<file path="src/rtl/seg_scan_pkg.sv">
// Shared types and helpers for the multiplexed seven-segment scan driver.
// Holds FSM encodings, digit count and inactive-level helpers.
package seg_scan_pkg;

    localparam int NUM_DIGITS = 8;
    localparam int DIG_W      = 3;

    typedef enum logic [1:0] {
        ST_IDLE  = 2'd0,
        ST_BLANK = 2'd1,
        ST_SHOW  = 2'd2
    } state_e;

    function automatic logic [7:0] an_idle(input bit active_low);
        return active_low ? 8'hFF : 8'h00;
    endfunction

    function automatic logic [7:0] seg_idle(input bit invert);
        return invert ? 8'hFF : 8'h00;
    endfunction

    function automatic logic [7:0] an_sel(input logic [DIG_W-1:0] d,
                                          input bit active_low);
        logic [7:0] oh;
        oh = 8'b1 << d;
        return active_low ? ~oh : oh;
    endfunction

endpackage

</file>
<file path="src/rtl/seg_slot_timer.sv">
// Slot counter and digit index for the scan driver.
// Exposes look-ahead values so the top can register its outputs.
module seg_slot_timer
    import seg_scan_pkg::*;
#(
    parameter int unsigned CLK_DIV = 1000,
    parameter int          CNT_W   = $clog2(CLK_DIV)
) (
    input  logic             clk_i,
    input  logic             rst_i,
    input  logic             adv_i,
    output logic [CNT_W-1:0] cnt_o,
    output logic [DIG_W-1:0] dig_o,
    output logic             slot_end_o,
    output logic             frame_end_o
);

    localparam logic [CNT_W-1:0] LAST     = CNT_W'(CLK_DIV - 1);
    localparam logic [DIG_W-1:0] LAST_DIG = DIG_W'(NUM_DIGITS - 1);

    logic [CNT_W-1:0] cnt_q, cnt_d;
    logic [DIG_W-1:0] dig_q, dig_d;

    assign slot_end_o  = (cnt_q == LAST);
    assign frame_end_o = slot_end_o && (dig_q == LAST_DIG);
    assign cnt_o       = cnt_d;
    assign dig_o       = dig_d;

    // Anything other than advancing restarts the scan at digit 0.
    always_comb begin
        cnt_d = '0;
        dig_d = '0;
        if (adv_i) begin
            if (slot_end_o) begin
                dig_d = dig_q + 1'b1;
            end else begin
                cnt_d = cnt_q + 1'b1;
                dig_d = dig_q;
            end
        end
    end

    always_ff @(posedge clk_i or posedge rst_i) begin
        if (rst_i) begin
            cnt_q <= '0;
            dig_q <= '0;
        end else begin
            cnt_q <= cnt_d;
            dig_q <= dig_d;
        end
    end

endmodule

</file>
<file path="src/rtl/seg_scan_driver.sv">
// Time-multiplexed 8-digit seven-segment scan driver with
// per-frame snapshot of the segment patterns and blanking per slot.
module seg_scan_driver
    import seg_scan_pkg::*;
#(
    parameter int unsigned CLK_DIV       = 1000,
    parameter int unsigned BLANK_CYCLES  = 16,
    parameter bit          AN_ACTIVE_LOW = 1'b1,
    parameter bit          SEG_INVERT    = 1'b0
) (
    input  logic       clk_i,
    input  logic       rst_i,
    input  logic       scan_en_i,
    input  logic [7:0] seg_in_0_i,
    input  logic [7:0] seg_in_1_i,
    input  logic [7:0] seg_in_2_i,
    input  logic [7:0] seg_in_3_i,
    input  logic [7:0] seg_in_4_i,
    input  logic [7:0] seg_in_5_i,
    input  logic [7:0] seg_in_6_i,
    input  logic [7:0] seg_in_7_i,
    output logic [7:0] seg_an_o,
    output logic [7:0] seg_cathode_o,
    output logic       frame_done_o,
    output logic       busy_o
);

    localparam int               CNT_W    = $clog2(CLK_DIV);
    localparam logic [CNT_W-1:0] LAST     = CNT_W'(CLK_DIV - 1);
    localparam logic [CNT_W:0]   BLK      = (CNT_W + 1)'(BLANK_CYCLES);
    localparam logic [DIG_W-1:0] LAST_DIG = DIG_W'(NUM_DIGITS - 1);
    localparam logic [7:0]       AN_OFF   = an_idle(AN_ACTIVE_LOW);
    localparam logic [7:0]       SEG_OFF  = seg_idle(SEG_INVERT);

    state_e state_q, state_d;
    logic [7:0][7:0] snap_q, snap_d, seg_in;
    logic [7:0] an_q, an_d, cath_q, cath_d;
    logic done_q, done_d, busy_q, busy_d;

    logic             adv, slot_end, frame_end, in_blank;
    logic [CNT_W-1:0] cnt_nxt;
    logic [DIG_W-1:0] dig_nxt;

    assign seg_in = {seg_in_7_i, seg_in_6_i, seg_in_5_i, seg_in_4_i,
                     seg_in_3_i, seg_in_2_i, seg_in_1_i, seg_in_0_i};
    assign adv = (state_q != ST_IDLE) && scan_en_i;

    seg_slot_timer #(
        .CLK_DIV (CLK_DIV),
        .CNT_W   (CNT_W)
    ) u_timer (
        .clk_i       (clk_i),
        .rst_i       (rst_i),
        .adv_i       (adv),
        .cnt_o       (cnt_nxt),
        .dig_o       (dig_nxt),
        .slot_end_o  (slot_end),
        .frame_end_o (frame_end)
    );

    // Outputs are decoded from next-state so they line up with the state.
    assign in_blank = (({1'b0, cnt_nxt} + 1'b1) <= BLK);

    always_comb begin
        state_d = ST_IDLE;
        snap_d  = snap_q;
        if (scan_en_i) begin
            state_d = in_blank ? ST_BLANK : ST_SHOW;
            if (state_q == ST_IDLE || frame_end) begin
                snap_d = seg_in;
            end
        end
        an_d   = AN_OFF;
        cath_d = SEG_OFF;
        if (state_d == ST_SHOW) begin
            an_d   = an_sel(dig_nxt, AN_ACTIVE_LOW);
            cath_d = snap_d[dig_nxt] ^ {8{SEG_INVERT}};
        end
        busy_d = (state_d != ST_IDLE);
        done_d = busy_d && (cnt_nxt == LAST) && (dig_nxt == LAST_DIG);
    end

    always_ff @(posedge clk_i or posedge rst_i) begin
        if (rst_i) begin
            state_q <= ST_IDLE;
            snap_q  <= '0;
            an_q    <= AN_OFF;
            cath_q  <= SEG_OFF;
            done_q  <= 1'b0;
            busy_q  <= 1'b0;
        end else begin
            state_q <= state_d;
            snap_q  <= snap_d;
            an_q    <= an_d;
            cath_q  <= cath_d;
            done_q  <= done_d;
            busy_q  <= busy_d;
        end
    end

    assign seg_an_o      = an_q;
    assign seg_cathode_o = cath_q;
    assign frame_done_o  = done_q;
    assign busy_o        = busy_q;

endmodule

</file>
<file path="config.mk">
export PLATFORM = sky130hd
export DESIGN_NAME = seg_scan_driver
export DESIGN_NICKNAME = d
export VERILOG_FILES = /design/src/rtl/seg_scan_pkg.sv /design/src/rtl/seg_slot_timer.sv /design/src/rtl/seg_scan_driver.sv
export SDC_FILE = /design/constraint.sdc
export NUM_CORES = 1
export LEC_CHECK = 0
export BUFFER_PORTS_ARGS = -buffer_cell sky130_fd_sc_hd__buf_2
export CORE_UTILIZATION = 24
export DETAILED_ROUTE_END_ITERATION = 16
export SLEW_MARGIN = 20
export SYNTH_ARGS = -nofsm -noshare
export SYNTH_HDL_FRONTEND = slang
export SYNTH_SLANG_ARGS = --single-unit
</file>
<file path="constraint.sdc">
create_clock -name clk_i -period 3.3 [get_ports clk_i]
set_input_delay 0.66 -clock clk_i [delete_from_list [all_inputs] [get_ports clk_i]]
set_output_delay 0.66 -clock clk_i [all_outputs]
set_load 0.05 [all_outputs]
</file>
==> flow_summary.yaml <==
floorplan:
  die_area_sq_mm: 0.0206
  die_w_microns: 144
  fp.dieH_microns: 144
  rows: 51
  start_util: 0.246
  ioPinCount: 85
  core_sq_mm: 0.0195
global_route:
  track_usage: 0.144
  grt_pass1_wl_microns: 22100
  antenna_found_initial: 4
  grt_pass1_vias: 3967
  grt_max_degree: 65
  grt_remaining_overflow: 0
placement:
  gp_congestion: 0.792
  dpl.hpwl_microns: 10100
  port_buffers: 84
  place_ws_ps: 727
synthesis:
  synth_seq_cells: 97
  yosysTopAreaCellShare: 0.463
  yosysWarnings: 0
  syn-cell-area_sq_mm: 0.00481
  ys_seq_area_frac: 0.507
  synth_cell_types: 51
  synthFlopType: "dfrtp_1"
  synth_fp_nets: 589
  synthArstFlopShare: 1.00
  netlist_instances: 519
  synth_most_common_cell: "nand3_1"
  synth_top_area_cell: "dfrtp_1"
  synth_area_per_cell_sq_um: 9.26
  ys_top_cells_by_area: "dfrtp_1 (46%), nand3_1 (13%), o21ai_0 (6.9%), nand2_1 (6.4%), dfstp_2 (4.4%)"
  synth_commonest_cells: "nand3_1 (123), dfrtp_1 (89), nand2_1 (82)"
  synth_enable_flop_cells: 0
setup_path:
  r2r_end: "seg_cathode_o[3]$_DFF_PP0_"
  required_ps: 3520
  r2r_cells: 7
  start_kind: "flip-flop"
  r2r_start: "u_timer.cnt_q[5]$_DFF_PP0_"
  startpoint: "u_timer.cnt_q[5]$_DFF_PP0_"
  end_kind: "flip-flop"
  worstSetupPathType: "reg -> reg"
  critPathCapture: "seg_cathode_o[3]$_DFF_PP0_"
  critPathMaxFanout: 22
  crit_arrival_ps: 2750
  rrSetupSlack_ps: 770
sta:
  tightest_slew_ps: 704
  fin_skew_ps: 6.80
  tns_ps: 0
  rsz0062_at_grt: "no"
  slew_viol_final: 0
  layout_setup_ws_ps: 766
  setup_violations: 0
  fmax_mhz: 395
  period_needed_ps: 2530
  hold_viol: 0
  maxSlewHeadroom: 0.530
  period_share: 0.768
job:
  drv_cap: 0
pwr:
  p_leak_nw: 2.71
  power_mw: 2.71
  peakVddDrop_uv: 242
  power_density_mw_per_mm2: 472
clock_tree:
  cts.path.max_buffers: 2
  clock-root-buffer: "clkbuf_16"
  clkTransAtPathRegs_ps: 70
  cts_sinks: 97
  cts_made_buffers: 9
  h-tree-depth: 3
  cts_tree: "done"
  cts_setup_buffers: 0
  cts-resized-gates: 0
  holdBufCountCts: 0
  clk_latency_ps: 350
detailed_routing:
  post_drt_wl_per_cell_microns: 16.6
  via_per_inst: 4.78
  drt_iter0_markers: 320
  num_vias: 4104
  antenna_left: 0
  drt-total-wl_microns: 14300
  first_pass_iters: 5
  drc: 0
layout:
  fill_cells: 2106
  drive_above_1_share: 0.246
  multi_input_area_sq_mm: 0.00211
  seqCellArea_sq_mm: 0.00244
  nNetsFinal: 654
  area_growth_pct: 19.4
outcome:
  outcome: "completed"
hold_path:
  hold_class: "in -> async"
cell type report:
cell class / instances / area share
Sequential cell: 97 / 0.425
Multi-Input combinational cell: 379 / 0.367
Timing Repair Buffer: 95 / 0.0942
Tap cell: 265 / 0.0578
Clock buffer: 13 / 0.0419
Clock inverter: 3 / 0.0113
Antenna cell: 4 / 0.00174
Inverter: 2 / 0.00153
flip-flops by register name, indices dropped and copies added (netlist names):
register,flops
frame_done_o,1
u_timer.dig_q,3
seg_an_o,8
state_q,2
snap_q,64
u_timer.cnt_q,10
busy_o,1
seg_cathode_o,8
logic make-up after synthesis:
logic type,after synthesis,share of synthesized area
muxes,6,0.0156
DFF,97,0.507
adders and majority gates,3,0.00781
AOI/OAI and AO/OA,88,0.106
buffers and inverters,43,0.0555
and+or+nand+nor,274,0.293
xor gates and xnor gates,8,0.0146
stage by stage:
stage / std cells / area [sq um] / hold slack, ps / util
2_1_floorplan: 519 / 4810 / 461 / -
4_1_cts: 854 / 5730 / 425 / 0.293
3_5_place_dp: 838 / 5420 / 479 / 0.278
6_report: 858 / 5740 / 404 / 0.294
3_3_place_gp: 838 / 5420 / 473 / 0.278
5_1_grt: 855 / 5730 / 457 / 0.294
worst min path at each step:
| stage | to |
|---|---|
| after floorplan | snap_q[10]$_DFF_PP0_ |
| after global placement | snap_q[31]$_DFF_PP0_ |
| after detailed placement | snap_q[32]$_DFF_PP0_ |
| after CTS | snap_q[55]$_DFF_PP0_ |
| after global routing | snap_q[54]$_DFF_PP0_ |
| final | snap_q[47]$_DFF_PP0_ |
critical path: stages (launching register included):
cell and delay (ps):
dfrtp_1 490, and3_1 410, nand4_2 560, buf_4 430
nand3_1 120, nand3_1 110, nand4_1 180, o22ai_1 100
layer usage:
metal  up-vias  track usage  part of all wire  wire [microns]
met5         -            0           0.00056               8
met3        19       0.0390             0.065             931
met1      1988        0.192              0.45            6440
met2       119        0.218              0.46            6560
li1       1976            -                 -               -
met4         2       0.0616             0.023             327
power breakdown:
part / total (mW) / switching [mW] / internal (mW)
sequential: 1.32 / 0.0283 / 1.29
clock: 1.11 / 0.444 / 0.665
combinational: 0.284 / 0.178 / 0.106
total: 2.71 / 0.650 / 2.06
layout by cell type (no fill, tap or decap), types with 4 or more instances in the layout:
cell type,n
dfstp_2,8
nor2_1,14
and3_1,5
clkbuf_1,4
nand4_1,17
buf_2,84
o21ai_0,66
buf_4,8
nand3_2,8
nand2_1,81
diode_2,4
xor2_1,4
dfrtp_1,89
xnor2_1,4
nand3_1,123
o22ai_1,8
clkbuf_16,9
No activity file was read; power rests on OpenSTA's default activity.
